## src/rtl/spi_pkg.sv

```systemverilog
// Shared types and defaults for the SPI slave bridge.
package spi_pkg;

    localparam int DATA_W_DEF      = 8;
    localparam int SYNC_STAGES_DEF = 2;

    typedef enum logic {
        SPI_IDLE   = 1'b0,
        SPI_ACTIVE = 1'b1
    } spi_state_e;

endpackage

```

## src/rtl/spi_bridge_if.sv

```systemverilog
// Pin and decoder-side signal bundle for spi_bridge.
// SPI_MISO_OE_EN adds the miso_oe pad-enable signal.
interface spi_bridge_if #(
    parameter int DATA_W = spi_pkg::DATA_W_DEF
);

    logic              sclk;
    logic              cs_n;
    logic              mosi;
    logic              miso;
    logic              byte_sync;
    logic [DATA_W-1:0] rx_data;
    logic [DATA_W-1:0] tx_data;
    logic              frame_err;
`ifdef SPI_MISO_OE_EN
    logic              miso_oe;
`endif

    modport slave (
        input  sclk, cs_n, mosi, tx_data,
        output miso, byte_sync, rx_data, frame_err
`ifdef SPI_MISO_OE_EN
        , output miso_oe
`endif
    );

    modport master (
        output sclk, cs_n, mosi, tx_data,
        input  miso, byte_sync, rx_data, frame_err
`ifdef SPI_MISO_OE_EN
        , input miso_oe
`endif
    );

endinterface

```

## src/rtl/spi_sync_edge.sv

```systemverilog
// Multi-flop synchronizer for one async pin with rise/fall strobes
// taken from the last stage against a one-cycle delay flop.
module spi_sync_edge #(
    parameter int   SYNC_STAGES = 2,
    parameter logic RST_VAL     = 1'b0
) (
    input  logic clk,
    input  logic rst_n,
    input  logic d_i,
    output logic level_o,
    output logic rise_o,
    output logic fall_o
);

    logic [SYNC_STAGES-1:0] sync_q;
    logic                   dly_q;

    always_ff @(posedge clk or negedge rst_n) begin
        if (!rst_n) begin
            sync_q <= {SYNC_STAGES{RST_VAL}};
            dly_q  <= RST_VAL;
        end else begin
            sync_q <= {sync_q[SYNC_STAGES-2:0], d_i};
            dly_q  <= sync_q[SYNC_STAGES-1];
        end
    end

    assign level_o = sync_q[SYNC_STAGES-1];
    assign rise_o  = level_o & ~dly_q;
    assign fall_o  = ~level_o & dly_q;

endmodule

```

## src/rtl/spi_bridge.sv

```systemverilog
// SPI mode-0 slave front end, oversampled on clk. Optional macro
// SPI_MISO_OE_EN adds a registered miso_oe pad enable.
module spi_bridge
    import spi_pkg::*;
#(
    parameter int SYNC_STAGES = SYNC_STAGES_DEF,
    parameter int DATA_W      = DATA_W_DEF
) (
    input  logic         clk,
    input  logic         rst_n,
    spi_bridge_if.slave  bus
);

    localparam int CNT_W    = $clog2(DATA_W);
    localparam int SETTLE_W = $clog2(SYNC_STAGES + 2);
    localparam logic [CNT_W-1:0]    LAST_BIT    = CNT_W'(DATA_W - 1);
    localparam logic [SETTLE_W-1:0] SETTLE_DONE = SETTLE_W'(SYNC_STAGES + 1);

    logic sclk_level, sclk_rise, sclk_fall;
    logic cs_level, cs_rise, cs_fall;
    logic mosi_level, mosi_rise, mosi_fall;
    logic sync_unused;

    spi_sync_edge #(.SYNC_STAGES(SYNC_STAGES), .RST_VAL(1'b0)) u_sync_sclk (
        .clk(clk), .rst_n(rst_n), .d_i(bus.sclk),
        .level_o(sclk_level), .rise_o(sclk_rise), .fall_o(sclk_fall)
    );

    spi_sync_edge #(.SYNC_STAGES(SYNC_STAGES), .RST_VAL(1'b1)) u_sync_cs (
        .clk(clk), .rst_n(rst_n), .d_i(bus.cs_n),
        .level_o(cs_level), .rise_o(cs_rise), .fall_o(cs_fall)
    );

    spi_sync_edge #(.SYNC_STAGES(SYNC_STAGES), .RST_VAL(1'b0)) u_sync_mosi (
        .clk(clk), .rst_n(rst_n), .d_i(bus.mosi),
        .level_o(mosi_level), .rise_o(mosi_rise), .fall_o(mosi_fall)
    );

    assign sync_unused = ^{sclk_level, mosi_rise, mosi_fall};

    spi_state_e        state_q, state_d;
    logic [CNT_W-1:0]  bit_cnt_q, bit_cnt_d;
    logic [DATA_W-1:0] rx_shift_q, rx_shift_d;
    logic [DATA_W-1:0] tx_shift_q, tx_shift_d;
    logic [DATA_W-1:0] rx_data_q, rx_data_d;
    logic              boundary_q, boundary_d;
    logic              byte_sync_q, byte_sync_d;
    logic              frame_err_q, frame_err_d;
    logic              miso_q, miso_d;
    logic              armed_q, armed_d;
    logic [SETTLE_W-1:0] settle_q, settle_d;
    logic              last_bit;
`ifdef SPI_MISO_OE_EN
    logic              miso_oe_q;
`endif

    always_ff @(posedge clk or negedge rst_n) begin
        if (!rst_n) begin
            state_q     <= SPI_IDLE;
            bit_cnt_q   <= '0;
            rx_shift_q  <= '0;
            tx_shift_q  <= '0;
            rx_data_q   <= '0;
            boundary_q  <= 1'b0;
            byte_sync_q <= 1'b0;
            frame_err_q <= 1'b0;
            miso_q      <= 1'b0;
            armed_q     <= 1'b0;
            settle_q    <= '0;
        end else begin
            state_q     <= state_d;
            bit_cnt_q   <= bit_cnt_d;
            rx_shift_q  <= rx_shift_d;
            tx_shift_q  <= tx_shift_d;
            rx_data_q   <= rx_data_d;
            boundary_q  <= boundary_d;
            byte_sync_q <= byte_sync_d;
            frame_err_q <= frame_err_d;
            miso_q      <= miso_d;
            armed_q     <= armed_d;
            settle_q    <= settle_d;
        end
    end

    // A cs_n fall is only trusted once the synchronizer holds real pin
    // data and has shown cs_n high; this keeps a frame interrupted by
    // reset from being picked up halfway through.
    always_comb begin
        state_d     = state_q;
        bit_cnt_d   = bit_cnt_q;
        rx_shift_d  = rx_shift_q;
        tx_shift_d  = tx_shift_q;
        rx_data_d   = rx_data_q;
        boundary_d  = boundary_q;
        byte_sync_d = 1'b0;
        frame_err_d = 1'b0;
        settle_d    = (settle_q == SETTLE_DONE) ? settle_q : settle_q + SETTLE_W'(1);
        armed_d     = armed_q | ((settle_q == SETTLE_DONE) & cs_level);
        last_bit    = 1'b0;

        case (state_q)
            SPI_IDLE: begin
                if (cs_fall && armed_q) begin
                    state_d    = SPI_ACTIVE;
                    bit_cnt_d  = '0;
                    tx_shift_d = bus.tx_data;
                    boundary_d = 1'b0;
                end
            end
            SPI_ACTIVE: begin
                last_bit = sclk_rise && (bit_cnt_q == LAST_BIT);
                if (sclk_rise) begin
                    rx_shift_d = {rx_shift_q[DATA_W-2:0], mosi_level};
                    if (last_bit) begin
                        bit_cnt_d   = '0;
                        rx_data_d   = rx_shift_d;
                        byte_sync_d = 1'b1;
                        boundary_d  = 1'b1;
                    end else begin
                        bit_cnt_d = bit_cnt_q + CNT_W'(1);
                    end
                end
                if (sclk_fall) begin
                    if (boundary_q) begin
                        tx_shift_d = bus.tx_data;
                        boundary_d = 1'b0;
                    end else begin
                        tx_shift_d = {tx_shift_q[DATA_W-2:0], 1'b0};
                    end
                end
                // A byte finishing on the same clk as cs_n rise still counts.
                if (cs_rise) begin
                    state_d     = SPI_IDLE;
                    bit_cnt_d   = '0;
                    frame_err_d = (bit_cnt_q != '0) && !last_bit;
                end
            end
            default: state_d = SPI_IDLE;
        endcase

`ifdef SPI_MISO_OE_EN
        miso_d = tx_shift_q[DATA_W-1];
`else
        miso_d = (state_q == SPI_ACTIVE) ? tx_shift_q[DATA_W-1] : 1'b0;
`endif
    end

`ifdef SPI_MISO_OE_EN
    always_ff @(posedge clk or negedge rst_n) begin
        if (!rst_n) begin
            miso_oe_q <= 1'b0;
        end else begin
            miso_oe_q <= ~cs_level;
        end
    end

    assign bus.miso_oe = miso_oe_q;
`endif

    assign bus.miso      = miso_q;
    assign bus.byte_sync = byte_sync_q;
    assign bus.rx_data   = rx_data_q;
    assign bus.frame_err = frame_err_q;

endmodule
```

## src/flat_wrapper.sv

```systemverilog
// flat-port wrapper written by rule: the top's interface ports become plain ports
module spi_bridge_flat import spi_pkg::*;
#(
    parameter int SYNC_STAGES = SYNC_STAGES_DEF,
    parameter int DATA_W      = DATA_W_DEF
)
  (clk, rst_n, bus_sclk, bus_cs_n, bus_mosi, bus_tx_data, bus_miso, bus_byte_sync, bus_rx_data, bus_frame_err);
  spi_bridge_if #(.DATA_W(DATA_W)) bus_i ();
  input  logic clk;
  input  logic rst_n;
  input wire logic [$bits(bus_i.sclk)-1:0] bus_sclk;
  input wire logic [$bits(bus_i.cs_n)-1:0] bus_cs_n;
  input wire logic [$bits(bus_i.mosi)-1:0] bus_mosi;
  input wire logic [$bits(bus_i.tx_data)-1:0] bus_tx_data;
  output wire logic [$bits(bus_i.miso)-1:0] bus_miso;
  output wire logic [$bits(bus_i.byte_sync)-1:0] bus_byte_sync;
  output wire logic [$bits(bus_i.rx_data)-1:0] bus_rx_data;
  output wire logic [$bits(bus_i.frame_err)-1:0] bus_frame_err;
  assign bus_i.sclk = bus_sclk;
  assign bus_i.cs_n = bus_cs_n;
  assign bus_i.mosi = bus_mosi;
  assign bus_i.tx_data = bus_tx_data;
  assign bus_miso = bus_i.miso;
  assign bus_byte_sync = bus_i.byte_sync;
  assign bus_rx_data = bus_i.rx_data;
  assign bus_frame_err = bus_i.frame_err;
  spi_bridge #(.SYNC_STAGES(SYNC_STAGES), .DATA_W(DATA_W)) u_core (.clk(clk), .rst_n(rst_n), .bus(bus_i));
endmodule
```

## config.mk

```make
export PLATFORM = sky130hd
export DESIGN_NAME = spi_bridge_flat
export DESIGN_NICKNAME = d
export VERILOG_FILES = /design/src/rtl/spi_pkg.sv /design/src/rtl/spi_bridge_if.sv /design/src/rtl/spi_sync_edge.sv /design/src/rtl/spi_bridge.sv /design/src/flat_wrapper.sv
export SDC_FILE = /design/constraint.sdc
export NUM_CORES = 1
export LEC_CHECK = 0
export ABC_CLOCK_PERIOD_IN_PS = 1400
export BUFFER_PORTS_ARGS = -buffer_cell sky130_fd_sc_hd__buf_2
export CAP_MARGIN = 20
export CELL_PAD_IN_SITES_DETAIL_PLACEMENT = 1
export CELL_PAD_IN_SITES_GLOBAL_PLACEMENT = 2
export CORE_MARGIN = 3
export CORE_UTILIZATION = 36
export CTS_CLUSTER_DIAMETER = 60
export DETAILED_ROUTE_END_ITERATION = 7
export PLACE_DENSITY_LB_ADDON = 0.3
export SLEW_MARGIN = 20
export SYNTH_ARGS = -nofsm -noshare
export SYNTH_HDL_FRONTEND = slang
export SYNTH_HIERARCHICAL = 1
export SYNTH_SLANG_ARGS = --single-unit
```

## constraint.sdc

```tcl
create_clock -name clk -period 1.4 [get_ports clk]
set_input_delay 0.07 -clock clk [delete_from_list [all_inputs] [get_ports clk]]
set_output_delay 0.07 -clock clk [all_outputs]
set_load 0.005 [all_outputs]
```

==> flow_summary.ini <==
[run_status]
violations = setup timing
run_status = finished, violations left

[clocking]
insertion_delay_ns = 0.29
clk_pin_slew_ns = 0.08
cts.sinks = 42
clock-root-buffer = clkbuf_8
cts_tree = done
cts_buffer_depth = 2
htreeDepth = 2
numCtsBuffers = 5

[floorplan]
start_util = 0.3847
num_rows = 24
coreArea_um2 = 4504
die_y_um = 75.38
boundaryPins = 24
fp.dieArea_um2 = 5682
die_w_um = 75.38

[power_and_ir_drop]
ir_worst_vdd_mv = 0.8826
finalPower_mw = 3.447
power_density_nw_per_um2 = 1536
leakagePower_nw = 1.095

[logic_synthesis]
syn_area_per_cell_um2 = 15.07
netlist_instances = 115
syn-cell-area_um2 = 1733
yosys_warnings = 6
syn_nets = 132

[placement]
io_buffers = 23
hpwl_um = 2096
gp_congestion = 0.7267
place_inst = 195

[sta]
rsz0062_at_grt = yes
slew_viol_final = 0
finClkSkew_ns = 0.006549
period_minus_slack_ns = 1.483
hold_viol_final = 0
setup_ws_ns = -0.08267
worstMarginPinSlew_ns = 0.5176
finalCritPeriodShare = 1.059
timing.fmax_ghz = 0.6745
finalSetupViolations = 8
maxSlewHeadroom = 0.6549

[final_layout]
utilization = 0.4983
seqCellArea_um2 = 1055
syn2layout_area_growth_pct = 29.53
multi_input_area_um2 = 710.7
fill_cells = 462
final_nets = 176
diodes = 0
layout-drive-gt1-share = 0.5375
finalNonFillerCells = 212

[critical_path]
worst_setup_path_start_kind = register
arrival_ns = 1.66
r2r-start = u_core/u_sync_cs/dly_q
critPathMaxFanout = 8
crit_required_ns = 1.58
end_kind = register
crit_path_start = u_core/u_sync_cs/dly_q
path_class = register to register

[route]
viasPerCell = 4.887
firstDrtPassIters = 4
drc = 0
vias = 1036
post_drt_wl_per_cell_um = 14.85
drtIter0Drc = 23
antenna_left = 0
drt-total-wl_um = 3149

[global_route]
grt_pass1_vias = 1056
grt_usage = 0.1266
grt_pass1_wl_um = 5209
overflow = 0
grt_max_degree = 43
antenna_found_initial = 0

[job]
maxCapViolations = 0

[worst_hold_path]
hold_path_class = input port to register
min-delay-start = bus_tx_data[0]
==> per-layer routing <==
metal  share of wire  GRT usage
met1            0.41     0.1491
met2            0.54     0.2138
met3           0.037    0.04354
met4          0.0098    0.04660
met5               0          0
==> placed cells by master, fill, tap and decap left out, types with 3 or more instances in the layout <==
cell type	n
mux2_2	16
mux2i_1	3
buf_2	23
o21ai_0	3
dlygate4sd3_1	4
nand2_1	7
inv_1	5
mux2_4	14
dfrtp_1	39
dfstp_2	3
buf_4	11
clkbuf_8	5
==> power breakdown <==
group | total (mW) | internal, mW | switching [mW]
Clock | 1.12 | 0.714 | 0.410
Combinational | 0.707 | 0.460 | 0.248
Sequential | 1.62 | 1.46 | 0.156
Total | 3.45 | 2.63 | 0.813
==> through the flow <==
step                      setup slack (ns)  setup TNS, ns  hold WS, ns  area, um2
after floorplan                   -0.05571        -0.3080      -0.2256       1747
after global placement             -0.1183         -1.047       0.1687       1963
after detailed placement           -0.1611         -1.591       0.1675       1963
after CTS                         -0.09586        -0.6889      0.02868       2232
after global routing               -0.1211         -1.054      0.03412       2245
final                             -0.08267        -0.5710      0.03126       2245
==> area by class of cell <==
cell class | count | share of cell area
multi-input combinational | 66 | 0.3166
timing repair buffer | 39 | 0.1148
sequential | 42 | 0.4699
tap | 52 | 0.02899
inverter | 5 | 0.008361
clock buffer | 5 | 0.03066
clock inverter | 3 | 0.03066
==> state kept, by name, indices dropped and copies added (netlist names) <==
signal / count
u_core/settle_q: 2
u_core/bus.byte_sync: 1
u_core/u_sync_cs/dly_q: 1
u_core/bus.frame_err: 1
u_core/boundary_q: 1
u_core/u_sync_sclk/dly_q: 1
u_core/rx_shift_q: 7
u_core/bit_cnt_q: 3
u_core/u_sync_cs/sync_q: 2
u_core/tx_shift_q: 8
u_core/state_q: 1
u_core/u_sync_mosi/sync_q: 2
u_core/u_sync_sclk/sync_q: 2
u_core/bus.miso: 1
u_core/armed_q: 1
u_core/bus.rx_data: 8
==> final timing paths <==
kind / to / slack, ns / cells after the start
worst max-delay path: u_core/tx_shift_q[4] / -0.08 / 5
worst min-delay path: u_core/tx_shift_q[0] / 0.03 / 3
worst max register to register: u_core/tx_shift_q[4] / -0.08 / 5
worst min register to register: u_core/u_sync_cs/sync_q[1] / 0.36 / 0
max in group asynchronous: u_core/u_sync_cs/sync_q[1] / 0.65 / 3
min in group asynchronous: u_core/bus.frame_err / 0.36 / 3
==> critical path, cell delays in order, from the launching register on <==
cell and delay [ns]:
dfstp_2 0.53, and2b_2 0.17, nand2_4 0.06, o21ai_4 0.15, buf_12 0.15, mux2_4 0.30
==> timing repair <==
action                                  4_1_cts  5_1_grt
pin swaps                                     2        2
setup buffers                                 4        0
cloned                                        1        0
resized for setup                             9        2
endpoints found under the setup margin       17       17
endpoints found under the hold margin        42        0
hold buffers                                  4        0
Note: power is estimated with default switching activity, not from simulation.
